[config.mk]
export PLATFORM = sky130hd
export DESIGN_NAME = onehot_replay_decoder
export DESIGN_NICKNAME = d
export VERILOG_FILES = /design/src/rtl/onehot_replay_decoder.sv
export SDC_FILE = /design/constraint.sdc
export NUM_CORES = 1
export LEC_CHECK = 0
export ABC_AREA = 1
export BUFFER_PORTS_ARGS = -buffer_cell sky130_fd_sc_hd__buf_2
export CAP_MARGIN = 40
export CORE_MARGIN = 2
export CORE_UTILIZATION = 40
export CTS_CLUSTER_DIAMETER = 80
export DETAILED_ROUTE_END_ITERATION = 12
export SLEW_MARGIN = 20
export SYNTH_ARGS = -nofsm -noshare
export SYNTH_HDL_FRONTEND = slang
export SYNTH_SLANG_ARGS = --single-unit
[constraint.sdc]
create_clock -name clk -period 5.4 [get_ports clk]
set_input_delay 1.08 -clock clk [delete_from_list [all_inputs] [get_ports clk]]
set_output_delay 1.08 -clock clk [all_outputs]
set_load 0.02 [all_outputs]
[src/rtl/onehot_replay_decoder.sv]
// onehot_replay_decoder: buffers 3-bit codes (or "none" markers) in a FIFO
// and replays each as a registered one-hot strobe held HOLD cycles, GAP idle.
module onehot_replay_decoder #(
    parameter int CODE_W = 3,
    parameter int DEPTH  = 4,
    parameter int HOLD   = 2,
    parameter int GAP    = 1,
    localparam int OUT_W = 2 ** CODE_W,
    localparam int CNT_W = $clog2(DEPTH) + 1
) (
    input  logic              clk,
    input  logic              rst,
    input  logic              in_valid,
    input  logic [CODE_W-1:0] in_code,
    input  logic              in_none,
    output logic              in_ready,
    output logic [OUT_W-1:0]  out_onehot,
    output logic [CODE_W-1:0] out_code,
    output logic              out_active,
    output logic              out_none,
    output logic [CNT_W-1:0]  fifo_count,
    output logic              overflow
);

    localparam int PTR_W = $clog2(DEPTH);
    localparam int TMAX  = (HOLD > GAP) ? HOLD : GAP;
    localparam int TMR_W = (TMAX > 1) ? $clog2(TMAX) : 1;

    localparam logic [TMR_W-1:0] HOLD_M1 = TMR_W'(HOLD - 1);
    localparam logic [TMR_W-1:0] GAP_M1  = (GAP > 0) ? TMR_W'(GAP - 1) : '0;
    localparam bit               GAP_EN  = (GAP > 0);
    localparam logic [CNT_W-1:0] FULL_N  = CNT_W'(DEPTH);

    localparam logic [1:0] ST_IDLE  = 2'd0;
    localparam logic [1:0] ST_DRIVE = 2'd1;
    localparam logic [1:0] ST_GAP   = 2'd2;

    logic [CODE_W:0]     mem_q [DEPTH];
    logic [PTR_W-1:0]    wr_q, rd_q;
    logic [CNT_W-1:0]    cnt_q, cnt_d;
    logic [1:0]          state_q, state_d;
    logic [TMR_W-1:0]    tmr_q, tmr_d;
    logic                ovf_q;
    logic [OUT_W-1:0]    onehot_q;
    logic [CODE_W-1:0]   code_q;
    logic                active_q, none_q;

    logic full, empty, push, pop, load, clear;
    logic [CODE_W:0]   head;
    logic              head_none;
    logic [CODE_W-1:0] head_code;

    assign full      = (cnt_q == FULL_N);
    assign empty     = (cnt_q == '0);
    assign push      = in_valid && !full;
    assign head      = mem_q[rd_q];
    assign head_none = head[CODE_W];
    assign head_code = head[CODE_W-1:0];

    assign in_ready   = !full;
    assign fifo_count = cnt_q;
    assign overflow   = ovf_q;
    assign out_onehot = onehot_q;
    assign out_code   = code_q;
    assign out_active = active_q;
    assign out_none   = none_q;

    // Next-state logic: pop a new entry whenever a hold/gap slot expires.
    always_comb begin
        state_d = state_q;
        tmr_d   = tmr_q;
        pop     = 1'b0;
        load    = 1'b0;
        clear   = 1'b0;
        unique case (state_q)
            ST_IDLE: begin
                if (!empty) begin
                    pop     = 1'b1;
                    load    = 1'b1;
                    tmr_d   = HOLD_M1;
                    state_d = ST_DRIVE;
                end
            end
            ST_DRIVE: begin
                if (tmr_q != '0) begin
                    tmr_d = tmr_q - 1'b1;
                end else if (GAP_EN) begin
                    tmr_d   = GAP_M1;
                    clear   = 1'b1;
                    state_d = ST_GAP;
                end else if (!empty) begin
                    pop   = 1'b1;
                    load  = 1'b1;
                    tmr_d = HOLD_M1;
                end else begin
                    clear   = 1'b1;
                    state_d = ST_IDLE;
                end
            end
            ST_GAP: begin
                if (tmr_q != '0) begin
                    tmr_d = tmr_q - 1'b1;
                end else if (!empty) begin
                    pop     = 1'b1;
                    load    = 1'b1;
                    tmr_d   = HOLD_M1;
                    state_d = ST_DRIVE;
                end else begin
                    state_d = ST_IDLE;
                end
            end
            default: begin
                clear   = 1'b1;
                tmr_d   = '0;
                state_d = ST_IDLE;
            end
        endcase
    end

    // Occupancy tracks push/pop; simultaneous push and pop leave it unchanged.
    always_comb begin
        cnt_d = cnt_q;
        unique case ({push, pop})
            2'b10:   cnt_d = cnt_q + 1'b1;
            2'b01:   cnt_d = cnt_q - 1'b1;
            default: cnt_d = cnt_q;
        endcase
    end

    // FIFO storage is not reset; only pointers and count define validity.
    always_ff @(posedge clk) begin
        if (push) begin
            mem_q[wr_q] <= {in_none, in_code};
        end
    end

    // Pointers, count, FSM, timer and the sticky overflow flag.
    always_ff @(posedge clk) begin
        if (rst) begin
            wr_q    <= '0;
            rd_q    <= '0;
            cnt_q   <= '0;
            state_q <= ST_IDLE;
            tmr_q   <= '0;
            ovf_q   <= 1'b0;
        end else begin
            if (push) wr_q <= wr_q + 1'b1;
            if (pop)  rd_q <= rd_q + 1'b1;
            cnt_q   <= cnt_d;
            state_q <= state_d;
            tmr_q   <= tmr_d;
            if (in_valid && full) ovf_q <= 1'b1;
        end
    end

    // Registered strobe outputs; a none-entry drives active with zero strobe.
    always_ff @(posedge clk) begin
        if (rst) begin
            onehot_q <= '0;
            code_q   <= '0;
            active_q <= 1'b0;
            none_q   <= 1'b0;
        end else if (load) begin
            onehot_q <= head_none ? '0 : (OUT_W'(1) << head_code);
            code_q   <= head_none ? '0 : head_code;
            active_q <= 1'b1;
            none_q   <= head_none;
        end else if (clear) begin
            onehot_q <= '0;
            code_q   <= '0;
            active_q <= 1'b0;
            none_q   <= 1'b0;
        end
    end

endmodule

==> results.md <==
- CTS tree: done
- Tot Pwr: 1.07 mW
- CTS Buf Count: 5
- Setup WS pre-CTS: 2.86 ns
- # resized after CTS: 0
- #FFs+latches synth: 42
- Post-DRT Antenna Nets: 0
- Die Width: 71.0 um
- Post-CTS setup buffers: 0
- Initial detailed-routing violation count: 78
- Crit path arrival time: 2.49 ns
- Detailed Routing Iterations Pass 1: 4
- Peak supply drop: 0.245 mV
- Yosys cell types: 28
- Number of global-route vias before repair: 1210
- # diodes: 0
- Yosys top cell by area: dfxtp_1
- Pins Over Slew Limit: 0
- Int Pwr: 0.633 mW
- Final worst slack: 3.15 ns
- Synthesized area: 1800 um2
- FMAX: 445 MHz
- RSZ-0062 raised after global routing: no
- Worst hold slack: 0.459 ns
- Setup CP Type: primary input to flop
- WP data required: 5.64 ns
- Max Cap Violations: 0
- Area Overhead vs Synth: 13.7%
- Avg WL per Cell: 11.3 um
- Synth top area cells: dfxtp_1 (29%), edfxtp_1 (27%), nand2_1 (7.1%), nand3_1 (6.7%), inv_1 (4.8%)
- Seq/Total Area, Yosys: 55.7%
- # H-tree levels: 2
- Switch Pwr: 0.435 mW
- Most frequent cells in the layout: nand2_1 (34), dfxtp_1 (26), nand3_1 (24), buf_2 (24), inv_1 (23)
- Post-synth top area share: 29.0%
- Post-Route WL: 3.06 mm
- First-pass GRT wire length: 5.50 mm
- Crit end category: flop
- Yosys warnings: 0
- Total leakage power: 0.852 nW
- Syn nets: 205
- Tmin final: 2.25 ns
- Die Area: 5040 um2
- Std cell rows: 24
- Clock root cell: clkbuf_8
- Slew margin rel.: 64.1%
- Final TNS setup: 0 ns
- Post-Synthesis Cells: 192
- Hold Fails Final Rpt: 0
- Final setup viols: 0
- Clk_skew: 0.00640 ns
- Core area: 4320 um2
- Outcome: complete, no violations
- Pwr/cell area: 523 nW/um2
- Layout Cells excl Fill: 270
- Detailed-route via count: 1283
- Via/cell ratio: 4.75
- Clock tree sinks: 42
- Initial Util: 41.5%
- Die height: 71.0 um
- Nets: 230
- Hold Crit Class: flop to flop
- Overflow after GRT: 0
- Slew at the pin closest to its max-slew limit: 0.539 ns
- Placed cells: 262
- Crit-path max FO: 9
- Placer congestion estimate: 0.742
- # IOs: 25
- CTS Hold Buffers Added: 0
- Part of the power in registers: 41.1%
- Avg Cell Area, Syn: 9.35 um2
- Clock share of power: 19.2%
- Final Cycle Share: 41.7%
- DRC: 0
- GRT Total Usage: 14.2%
- Worst-skew pair later-pin latency: 0.29 ns
- Layout fillers: 424
- Startpoint class of the critical path: primary input
- Clock Pin Slew Worst Setup and Hold Paths: 0.07 ns
- Switching Fraction: 40.7%
- Port buffer count: 24
- Initial antenna violation count: 0
- Largest net degree at the start of global routing: 26
- Logic pwr share: 39.6%
- Maximum clock path buffer count: 2
- Layout cell share with drive strength beyond 1: 22.0%
- Post-DP HPWL: 2.17 mm
- Most common cell after layout, fill and taps aside: nand2_1
==> state kept, by name, summed over array words and instances, names as in the netlist, 2 cells and up, named ones only <==
name / flops
fifo_count: 3
mem_q: 16
out_code: 3
out_onehot: 8
rd_q: 2
state_q: 2
wr_q: 2
==> per-stage QoR <==
stage | instance area, um2 | utilization (%)
CTS | 2040 | 47.2
global route | 2040 | 47.2
finish | 2040 | 47.2
detailed placement | 1950 | 45.1
global placement | 1950 | 45.1
floorplan | 1800 | -
==> critical path, stage by stage <==
cell,delay [ns]
buf_2,0.11
nand2_2,0.14
ha_1,0.17
inv_1,0.07
fa_1,0.38
a21oi_1,0.16
o21ai_0,0.12
a21oi_1,0.14
o21a_1,0.13
==> layout make-up <==
class,count,area [um2],share of cell area [%]
flip-flops and latches,42,1000,49.0
multi-input cells,119,669,32.8
repair buffers,24,120,5.89
inverters,25,93.8,4.60
clock buffers,7,86.3,4.23
well taps,52,65.1,3.19
clock inverters,1,5.00,0.245
==> synthesized netlist by cell type <==
master and count:
nand2_1 34, dfxtp_1 26, nand3_1 24, inv_1 23, a21oi_1 16, edfxtp_1 16, nor2_1 15, ha_1 5
a21oi_2 4, nand2_2 4, clkbuf_1 3, a211oi_1 2, buf_4 2, inv_2 2, nor3b_1 2, o21a_1 2
a21oi_4 1, buf_2 1, fa_1 1, nand2_4 1, nor2_2 1, nor2_4 1, nor2_8 1, nor3_1 1
o21ai_0 1, o21ai_2 1, o21bai_1 1, or2_2 1
==> cells by family after synthesis <==
logic type / after synthesis / share of synthesized area (%)
AO/OA/AOI/OAI: 28 / 10.2
AND/OR/NAND/NOR: 85 / 22.5
buffers and inverters: 31 / 6.97
adder cells (fa/ha/maj): 6 / 4.60
flip-flops: 42 / 55.7
==> per-layer routing <==
metal  vias to the layer above  GRT usage [%]  routed length, um
li1                        673              -                  -
met1                       577           17.8               1460
met2                        28           22.2               1410
met3                         5           4.42                142
met4                         0           6.92                 53
met5                         -              0                  0
==> worst paths after layout <==
| check | startpoint | endpoint | depth (start not counted) | slack (ns) |
|---|---|---|---|---|
| worst max-delay path | in_valid | fifo_count[2] | 9 | 3.15 |
| worst min register to register | overflow | overflow | 2 | 0.46 |
| worst max register to register | fifo_count[2] | fifo_count[2] | 9 | 3.33 |
| worst min-delay path | overflow | overflow | 2 | 0.46 |
==> power by group through the flow <==
stage / clock network, mW / registers (mW) / logic [mW]
5_1_grt: 0.225 / 0.451 / 0.490
6_report: 0.205 / 0.439 / 0.423
2_1_floorplan: 0 / 0.473 / 0.313
4_1_cts: 0.214 / 0.440 / 0.430
3_5_place_dp: 0 / 0.447 / 0.429
3_3_place_gp: 0 / 0.448 / 0.424
No activity file was read; power rests on OpenSTA's default activity.
